[src/rtl/debounce_pkg.sv]
// debounce_pkg: edge-mode encodings and width helper shared by the debouncer files
package debounce_pkg;
  localparam logic [1:0] MODE_LEVEL = 2'b00;
  localparam logic [1:0] MODE_RISE  = 2'b01;
  localparam logic [1:0] MODE_FALL  = 2'b10;
  localparam logic [1:0] MODE_BOTH  = 2'b11;

  function automatic int clog2_min1(input int n);
    int r;
    r = 1;
    while ((1 << r) < n) r++;
    return r;
  endfunction
endpackage

[src/rtl/debounce_channel.sv]
// debounce_channel: one synchronised, stability-filtered input with edge qualification
module debounce_channel
  import debounce_pkg::*;
#(
  parameter int CNT_W       = 11,
  parameter int SYNC_STAGES = 2
) (
  input  logic             clk,
  input  logic             reset_n,
  input  logic             i_sig,
  input  logic             i_en,
  input  logic [1:0]       i_mode,
  input  logic [CNT_W-1:0] i_thr,
  output logic             o_level,
  output logic             o_pulse,
  output logic             o_edge,
  output logic             o_dir
);
  logic [SYNC_STAGES-1:0] r_sync;
  logic [CNT_W-1:0]       r_cnt;
  logic                   r_level;
  logic                   r_pulse;
  logic                   w_s;
  logic                   w_diff;
  logic                   w_commit;
  logic [CNT_W:0]         w_inc;
  logic [CNT_W:0]         w_thr;

  // counter compare is one bit wider than the counter so cnt+1 never wraps
  always_comb begin
    w_s      = r_sync[SYNC_STAGES-1];
    w_diff   = w_s != r_level;
    w_thr    = (i_thr == '0) ? {{CNT_W{1'b0}}, 1'b1} : {1'b0, i_thr};
    w_inc    = {1'b0, r_cnt} + {{CNT_W{1'b0}}, 1'b1};
    w_commit = i_en && w_diff && (w_inc >= w_thr);
    o_edge   = w_commit && (i_mode != MODE_LEVEL) &&
               ((i_mode == MODE_BOTH) || (i_mode == (w_s ? MODE_RISE : MODE_FALL)));
    o_dir    = w_s;
    o_level  = r_level;
    o_pulse  = r_pulse;
  end

  // synchroniser, stability counter, committed level and registered edge pulse
  always_ff @(posedge clk) begin
    if (!reset_n) begin
      r_sync  <= '0;
      r_cnt   <= '0;
      r_level <= 1'b0;
      r_pulse <= 1'b0;
    end else begin
      r_sync  <= {r_sync[SYNC_STAGES-2:0], i_sig};
      r_pulse <= o_edge;
      if (w_commit) begin
        r_level <= w_s;
        r_cnt   <= '0;
      end else begin
        r_cnt <= (i_en && w_diff) ? w_inc[CNT_W-1:0] : '0;
      end
    end
  end
endmodule

[src/rtl/multi_debouncer.sv]
// multi_debouncer: bank of debounced channels with a prioritised pending-event port
module multi_debouncer
  import debounce_pkg::*;
#(
  parameter int  CHANNELS    = 4,
  parameter int  CNT_W       = 11,
  parameter int  SYNC_STAGES = 2,
  localparam int CH_W        = clog2_min1(CHANNELS)
) (
  input  logic                  clk,
  input  logic                  reset_n,
  input  logic [CHANNELS-1:0]   signal_in,
  input  logic [CHANNELS-1:0]   chan_en,
  input  logic [2*CHANNELS-1:0] mode,
  input  logic [CNT_W-1:0]      threshold,
  output logic [CHANNELS-1:0]   level_out,
  output logic [CHANNELS-1:0]   pulse_out,
  output logic                  evt_valid,
  input  logic                  evt_ready,
  output logic [CH_W-1:0]       evt_channel,
  output logic                  evt_rise,
  output logic [CHANNELS-1:0]   ovf_flags,
  input  logic                  ovf_clear
);
  logic [CHANNELS-1:0] w_edge;
  logic [CHANNELS-1:0] w_dir;
  logic [CHANNELS-1:0] w_xfer;
  logic [CHANNELS-1:0] r_pend;
  logic [CHANNELS-1:0] r_pdir;
  logic [CHANNELS-1:0] r_ovf;

  for (genvar g = 0; g < CHANNELS; g++) begin : g_ch
    debounce_channel #(
      .CNT_W      (CNT_W),
      .SYNC_STAGES(SYNC_STAGES)
    ) u_ch (
      .clk    (clk),
      .reset_n(reset_n),
      .i_sig  (signal_in[g]),
      .i_en   (chan_en[g]),
      .i_mode (mode[2*g +: 2]),
      .i_thr  (threshold),
      .o_level(level_out[g]),
      .o_pulse(pulse_out[g]),
      .o_edge (w_edge[g]),
      .o_dir  (w_dir[g])
    );
  end

  // lowest-index pending channel is presented; one-hot transfer mask on handshake
  always_comb begin
    evt_channel = '0;
    for (int i = CHANNELS - 1; i >= 0; i--)
      if (r_pend[i]) evt_channel = CH_W'(i);
    evt_valid = |r_pend;
    evt_rise  = r_pdir[evt_channel];
    w_xfer    = (evt_valid && evt_ready) ? (CHANNELS'(1) << evt_channel) : '0;
    ovf_flags = r_ovf;
  end

  // a new edge always re-arms pending; overflow only when an unsent event is overwritten
  always_ff @(posedge clk) begin
    if (!reset_n) begin
      r_pend <= '0;
      r_pdir <= '0;
      r_ovf  <= '0;
    end else begin
      r_pend <= w_edge | (r_pend & ~w_xfer);
      r_pdir <= (w_edge & w_dir) | (~w_edge & r_pdir);
      r_ovf  <= (w_edge & r_pend & ~w_xfer) | (r_ovf & ~{CHANNELS{ovf_clear}});
    end
  end
endmodule

[config.mk]
export PLATFORM = sky130hd
export DESIGN_NAME = multi_debouncer
export DESIGN_NICKNAME = d
export VERILOG_FILES = /design/src/rtl/debounce_pkg.sv /design/src/rtl/debounce_channel.sv /design/src/rtl/multi_debouncer.sv
export SDC_FILE = /design/constraint.sdc
export NUM_CORES = 1
export LEC_CHECK = 0
export BUFFER_PORTS_ARGS = -buffer_cell sky130_fd_sc_hd__buf_2
export CAP_MARGIN = 20
export CORE_AREA = 2 2 94 96
export DETAILED_ROUTE_END_ITERATION = 8
export DIE_AREA = 0 0 96 98
export GPL_ROUTABILITY_DRIVEN = 0
export HOLD_SLACK_MARGIN = 0.05
export PLACE_DENSITY_LB_ADDON = 0.3
export SETUP_SLACK_MARGIN = 0.3
export SLEW_MARGIN = 20
export SYNTH_ARGS = -nofsm -noshare
export SYNTH_HDL_FRONTEND = slang
export SYNTH_SLANG_ARGS = --single-unit
[constraint.sdc]
create_clock -name clk -period 3.2 [get_ports clk]
set_clock_uncertainty 0.2 [all_clocks]
set_input_delay 0.16 -clock clk [delete_from_list [all_inputs] [get_ports clk]]
set_output_delay 0.16 -clock clk [all_outputs]
set_load 0.01 [all_outputs]
Yosys cells after proc, flatten, opt, wreduce, memory -nomap -nowiden
Index checks and enable logic that the tools add are counted.
{"block": "op_classes", "eq_ne": 12, "shift": 1, "order_cmp": 5, "add_sub_neg": 4, "n_mux": 12, "reduce_logical": 31, "bitwise_logic": 17}
{"operator": "adder 11 x 1 -> 12 bit (second input constant)", "n": 4}
{"operator": "greater-or-equal comparator 12 bit", "n": 3}
{"operator": "bitwise AND 4 bit", "n": 6}
{"operator": "logical AND 1 bit", "n": 17}
{"operator": "2-to-1 mux 2 bit", "n": 8}
{"operator": "greater-or-equal comparator 12 x 11 -> 1 bit", "n": 1}
{"operator": "NOT 4 bit", "n": 3}
{"operator": "OR 4 bit", "n": 3}
{"operator": "OR reduction 3 bit", "n": 4}
{"operator": "zero test 11 bit", "n": 1}
{"operator": "2-to-1 mux 11 bit", "n": 1}
{"operator": "equality test 2 bit", "n": 4}
{"operator": "equality test 2 bit (second input constant)", "n": 4}
{"operator": "nonzero test 2 bit", "n": 4}
{"operator": "NOT 1 bit", "n": 5}
{"operator": "logical OR 1 bit", "n": 4}
{"operator": "2-to-1 mux 4 bit", "n": 1}
{"operator": "inequality test 1 bit", "n": 4}
{"operator": "OR reduction 4 bit", "n": 1}
{"operator": "left shift 1 x 2 -> 4 bit (first input constant)", "n": 1}
{"operator": "less-than comparator 2 x 3 -> 1 bit (second input constant)", "n": 1}
{"operator": "binary-select mux 1 bit (select 2 bit)", "n": 1}
{"operator": "2-to-1 mux 1 bit", "n": 1}
{"block": "totals", "wordCells": 101, "reg_bits": 72, "out_inout_bits": 16, "input_bits": 31}

Depth between registers and ports, before layout
{"block": "depth", "ltp_word": 9, "mapped_depth": 13, "mapped_depth_nobuf": 12}

Modules after synthesis
From an unflattened synthesis, not the netlist that was laid out.
{"block": "unflattened", "hier_cells": 474, "hier_area_um2": 4430.5}
{"module": "debounce_channel", "n_inst": 4, "cells_each": 105, "area_each_um2": 977.2}
{"module": "multi_debouncer", "n_inst": 1, "cells_each": 54, "area_each_um2": 521.8}

Worst setup path before layout
Ideal clock, no wire load.
{"block": "synth_timing", "kind": "reg-to-reg", "from": "register g_ch[0].u_ch.r_cnt[2]", "to": "register g_ch[0].u_ch.r_cnt[10]", "arrival_ps": 2617, "stages_incl_launch_ff": 14, "synth_period_minus_slack_ps": 2883, "setup_slack_ps": 317, "setup_time_ps": 66, "path_cell_list": "dfxtp_1 -> and4_1 -> and2_1 -> and3_1 -> nand3_1 -> xnor2_1 -> ha_1 -> and3_1 -> a221oi_1 -> o21ai_1 -> a41oi_1 -> nand4_1 -> clkbuf_1 -> nor2b_1"}
{"block": "synth_via", "elab_chain_cells": 4}
{"element": "start, declared", "line": "debounce_channel.sv:20", "text": "logic [CNT_W-1:0] r_cnt;"}
{"element": "start signal, assigned", "line": "debounce_channel.sv:57", "text": "r_cnt <= (i_en && w_diff) ? w_inc[CNT_W-1:0] : '0;"}
{"element": "adder 11 x 1 -> 12 bit", "line": "debounce_channel.sv:34", "text": "w_inc = {1'b0, r_cnt} + {{CNT_W{1'b0}}, 1'b1};"}
{"element": "via g_ch[0].u_ch.w_inc[9]", "line": "debounce_channel.sv:26", "text": "logic [CNT_W:0] w_inc;"}
{"element": "greater-or-equal comparator 12 bit", "line": "debounce_channel.sv:35", "text": "w_commit = i_en && w_diff && (w_inc >= w_thr);"}
{"element": "logical AND 1 bit", "line": "debounce_channel.sv:35"}
{"element": "OR reduction 3 bit (no source line)"}
The timed path passes the listed nets, and every way through them passes these cells.
A chain may end at the register's enable or synchronous reset.

Worst setup path in the final report
{"block": "layout_timing", "from": "register g_ch[0].u_ch.r_cnt[4]", "to": "register g_ch[0].u_ch.r_cnt[10]"}
{"block": "layout_via", "elab_chain_cells": 4}
{"element": "adder 11 x 1 -> 12 bit *", "line": "debounce_channel.sv:34"}
{"element": "via g_ch[0].u_ch.w_inc[10]", "line": "debounce_channel.sv:26"}
{"element": "greater-or-equal comparator 12 bit", "line": "debounce_channel.sv:35"}
{"element": "logical AND 1 bit", "line": "debounce_channel.sv:35"}
{"element": "OR reduction 3 bit (no source line)"}
The timed path passes the listed nets; every way through them passes the cells marked *.

==> impl_metrics.env <==
export IMPL_status="finished, final reports clean"
export IMPL_hpwl_um=6680
export IMPL_antennaDiodeCount=0
export IMPL_drt_wl_total_um=10500
export IMPL_grt_max_degree=15
export IMPL_maxCapViolCount=0
export IMPL_syn_nets=508
export IMPL_grtUsageTotal_pct=22.9
export IMPL_final_hold_viol_count=0
export IMPL_critPathArrivalTime_ns=3.17
export IMPL_dr_wl_met3_um=427
export IMPL_vdd_drop_max_uv=275
export IMPL_tightest_slew_ns=0.495
export IMPL_post_route_min_period_ns=3.09
export IMPL_layout_commonest_cell="dfxtp_1"
export IMPL_synthDistinctLibCells=57
export IMPL_numCtsBuffers=9
export IMPL_antenna_found_initial=0
export IMPL_worstSetupEndpointType="flop"
export IMPL_cts_tree="built"
export IMPL_dr_pass1_iters=7
export IMPL_pwr_share_seq_pct=48.2
export IMPL_max_freq_mhz=324
export IMPL_topRoutingLayerUsed="met4"
export IMPL_final_area_mm2=0.00548
export IMPL_vias_per_cell=5.45
export IMPL_p_leak_nw=2.40
export IMPL_via_count=3505
export IMPL_critical_path_buf_inv_count=1
export IMPL_dr_wl_met2_um=5170
export IMPL_grt_pass1_wl_um=16900
export IMPL_slew_violations=0
export IMPL_switching_share_pct=24.6
export IMPL_fp_row_count=34
export IMPL_cpMostUsedCell="and3_4"
export IMPL_syn_inst=429
export IMPL_die_h_um=98
export IMPL_place_ws_ns=-0.0144
export IMPL_total_power_mw=1.87
export IMPL_synth_seq_cells=72
export IMPL_crit_fanout=5
export IMPL_clk_pin_slew_ns=0.08
export IMPL_crit_chain="and4_1, and2_4, and3_4, nand3_4, xnor2_2, ha_1, and3_4, a221oi_2, o21ai_1, a41oi_4, nand4_1, buf_4, nor2b_1"
export IMPL_drive_gt1_share_pct=35.3
export IMPL_cp_slowest_cell="dfxtp_2"
export IMPL_power_density_mw_per_mm2=342
export IMPL_port_buffers=46
export IMPL_seq_area_frac_synth_pct=35.3
export IMPL_critPathRequiredTime_ns=3.28
export IMPL_dieArea_mm2=0.00941
export IMPL_drc_errors=0
export IMPL_fin_crit_sh_pct=96.4
export IMPL_insertion_delay_ns=0.35
export IMPL_wirelength_met1_um=4680
export IMPL_rsz0062_at_grt="true"
export IMPL_drt_iter0_drc=131
export IMPL_final_antenna_net_count=0
export IMPL_path_class="flop to flop"
export IMPL_ys_warn_count=0
export IMPL_initial_core_util_pct=48.3
export IMPL_synth_edf_count=0
export IMPL_overflow=0
export IMPL_placed_area_mm2=0.00442
export IMPL_cts_root_buf="clkbuf_8"
export IMPL_crit_family="simple AND/OR/NAND/NOR gates"
export IMPL_hold_slack_ns=0.0673
export IMPL_fin_nets=609
export IMPL_fp_dieW_um=96
export IMPL_maxSlewHeadroom_pct=66.8
export IMPL_synth_flop_cell="dfxtp_1"
export IMPL_clkPwrFrac_pct=44.4
export IMPL_setup_ws_ns=0.115
export IMPL_p_comb_share_pct=7.5
export IMPL_layout_common_cells="51 x dfxtp_1, 46 x buf_2, 44 x ha_1"
export IMPL_wl_per_cell_um=16.3
export IMPL_syn_cell_area_mm2=0.00409
export IMPL_hold_class="primary input to flop"
export IMPL_async_reset_ff_share_pct=0
export IMPL_cts_sinks=72
export IMPL_slowest_delay_ns=0.33
export IMPL_num_io_pins=47
export IMPL_core_mm2=0.00847
export IMPL_avgSynthCellArea_um2=9.52
export IMPL_cts_max_path_buffers=2
export IMPL_p_switching_mw=0.462
export IMPL_crit_path_start_kind="flop"
export IMPL_p_int_mw=1.41
export IMPL_first_global_vias=3561
export IMPL_setup_viol=0
export IMPL_fill_cells=672
export IMPL_syn2layout_area_growth_pct=34.1
export IMPL_htree_levels=3
power groups by stage:
stage	Sequential, mW	Combinational [mW]	Clock, mW
floorplan	0.925	0.0547	0
detailed placement	0.926	0.100	0
global placement	0.926	0.0968	0
CTS	0.905	0.130	0.845
finish	0.903	0.140	0.831
global route	0.904	0.152	0.888
path summary, 6_finish.rpt:
path	from	endpoint	slack (ns)	cells past startpoint
setup / recovery	g_ch[0].u_ch.r_cnt[4]	g_ch[0].u_ch.r_cnt[10]	0.11	13
hold / removal	reset_n	r_pend[0]	0.07	2
setup reg to reg	g_ch[0].u_ch.r_cnt[4]	g_ch[0].u_ch.r_cnt[10]	0.11	13
hold reg to reg	g_ch[3].u_ch.r_sync[0]	g_ch[3].u_ch.r_sync[1]	0.24	1
through the flow:
stage	setup TNS (ns)	cells	util, %
global route	0	643	64.7
CTS	0	633	61.0
floorplan	0	429	-
global placement	0	578	52.2
finish	0	643	64.7
detailed placement	-0.0235	578	52.2
cell usage after synthesis, drive strengths merged (4+ instances only):
library cell | number | area [um^2]
a21o | 8 | 60.1
a21oi | 14 | 70.1
a31oi | 4 | 31.3
and2 | 11 | 68.8
and3 | 13 | 81.3
and4 | 7 | 71.3
buf | 12 | 87.6
dfxtp | 72 | 1440
ha | 48 | 601
inv | 20 | 75.1
nand2 | 19 | 71.3
nand2b | 9 | 56.3
nand3 | 26 | 130
nand4 | 11 | 68.8
nor2 | 18 | 67.6
nor2b | 37 | 277
o21ai | 11 | 55.1
xnor2 | 26 | 228
xor2 | 14 | 123
cell type report:
cell class | instances | area [um^2] | area share [%]
Clock buffer | 9 | 124 | 2.26
Clock inverter | 7 | 103 | 1.87
Inverter | 21 | 78.8 | 1.44
Multi-Input combinational cell | 323 | 2840 | 51.9
Sequential cell | 72 | 1480 | 26.9
Tap cell | 108 | 135 | 2.47
Timing Repair Buffer | 103 | 719 | 13.1
state kept, by name, indices dropped and copies added, names as in the netlist, named ones only:
| register | cells |
|---|---|
| g_ch.u_ch.o_level | 4 |
| g_ch.u_ch.r_cnt | 44 |
| ovf_flags | 4 |
| g_ch.u_ch.r_sync | 8 |
| g_ch.u_ch.o_pulse | 4 |
| r_pend | 4 |
logic make-up after synthesis:
logic type / synth area share [%]
simple gates: 24.1
flops: 35.3
compound gates: 12.0
fa+ha+maj: 14.7
xor+xnor: 8.58
buf+inv: 4.26
mux: 1.01
routing by layer:
layer | vias to the layer above | track usage (%)
met1 | 1678 | 31.2
met3 | 20 | 4.09
met4 | 0 | 7.47
met5 | - | 0
li1 | 1733 | -
met2 | 74 | 36.3
what timing repair did:
| item | in CTS | in global routing |
|---|---|---|
| resized for setup | 42 | 53 |
| hold endpoints to repair | 18 | 0 |
| buffers inserted | 16 | 10 |
| endpoints found under the setup margin | 57 | 61 |
| hold buffers | 20 | 0 |
| pin swaps | 23 | 37 |
| cloned | 3 | 0 |
Note: power is estimated with default switching activity, not from simulation.
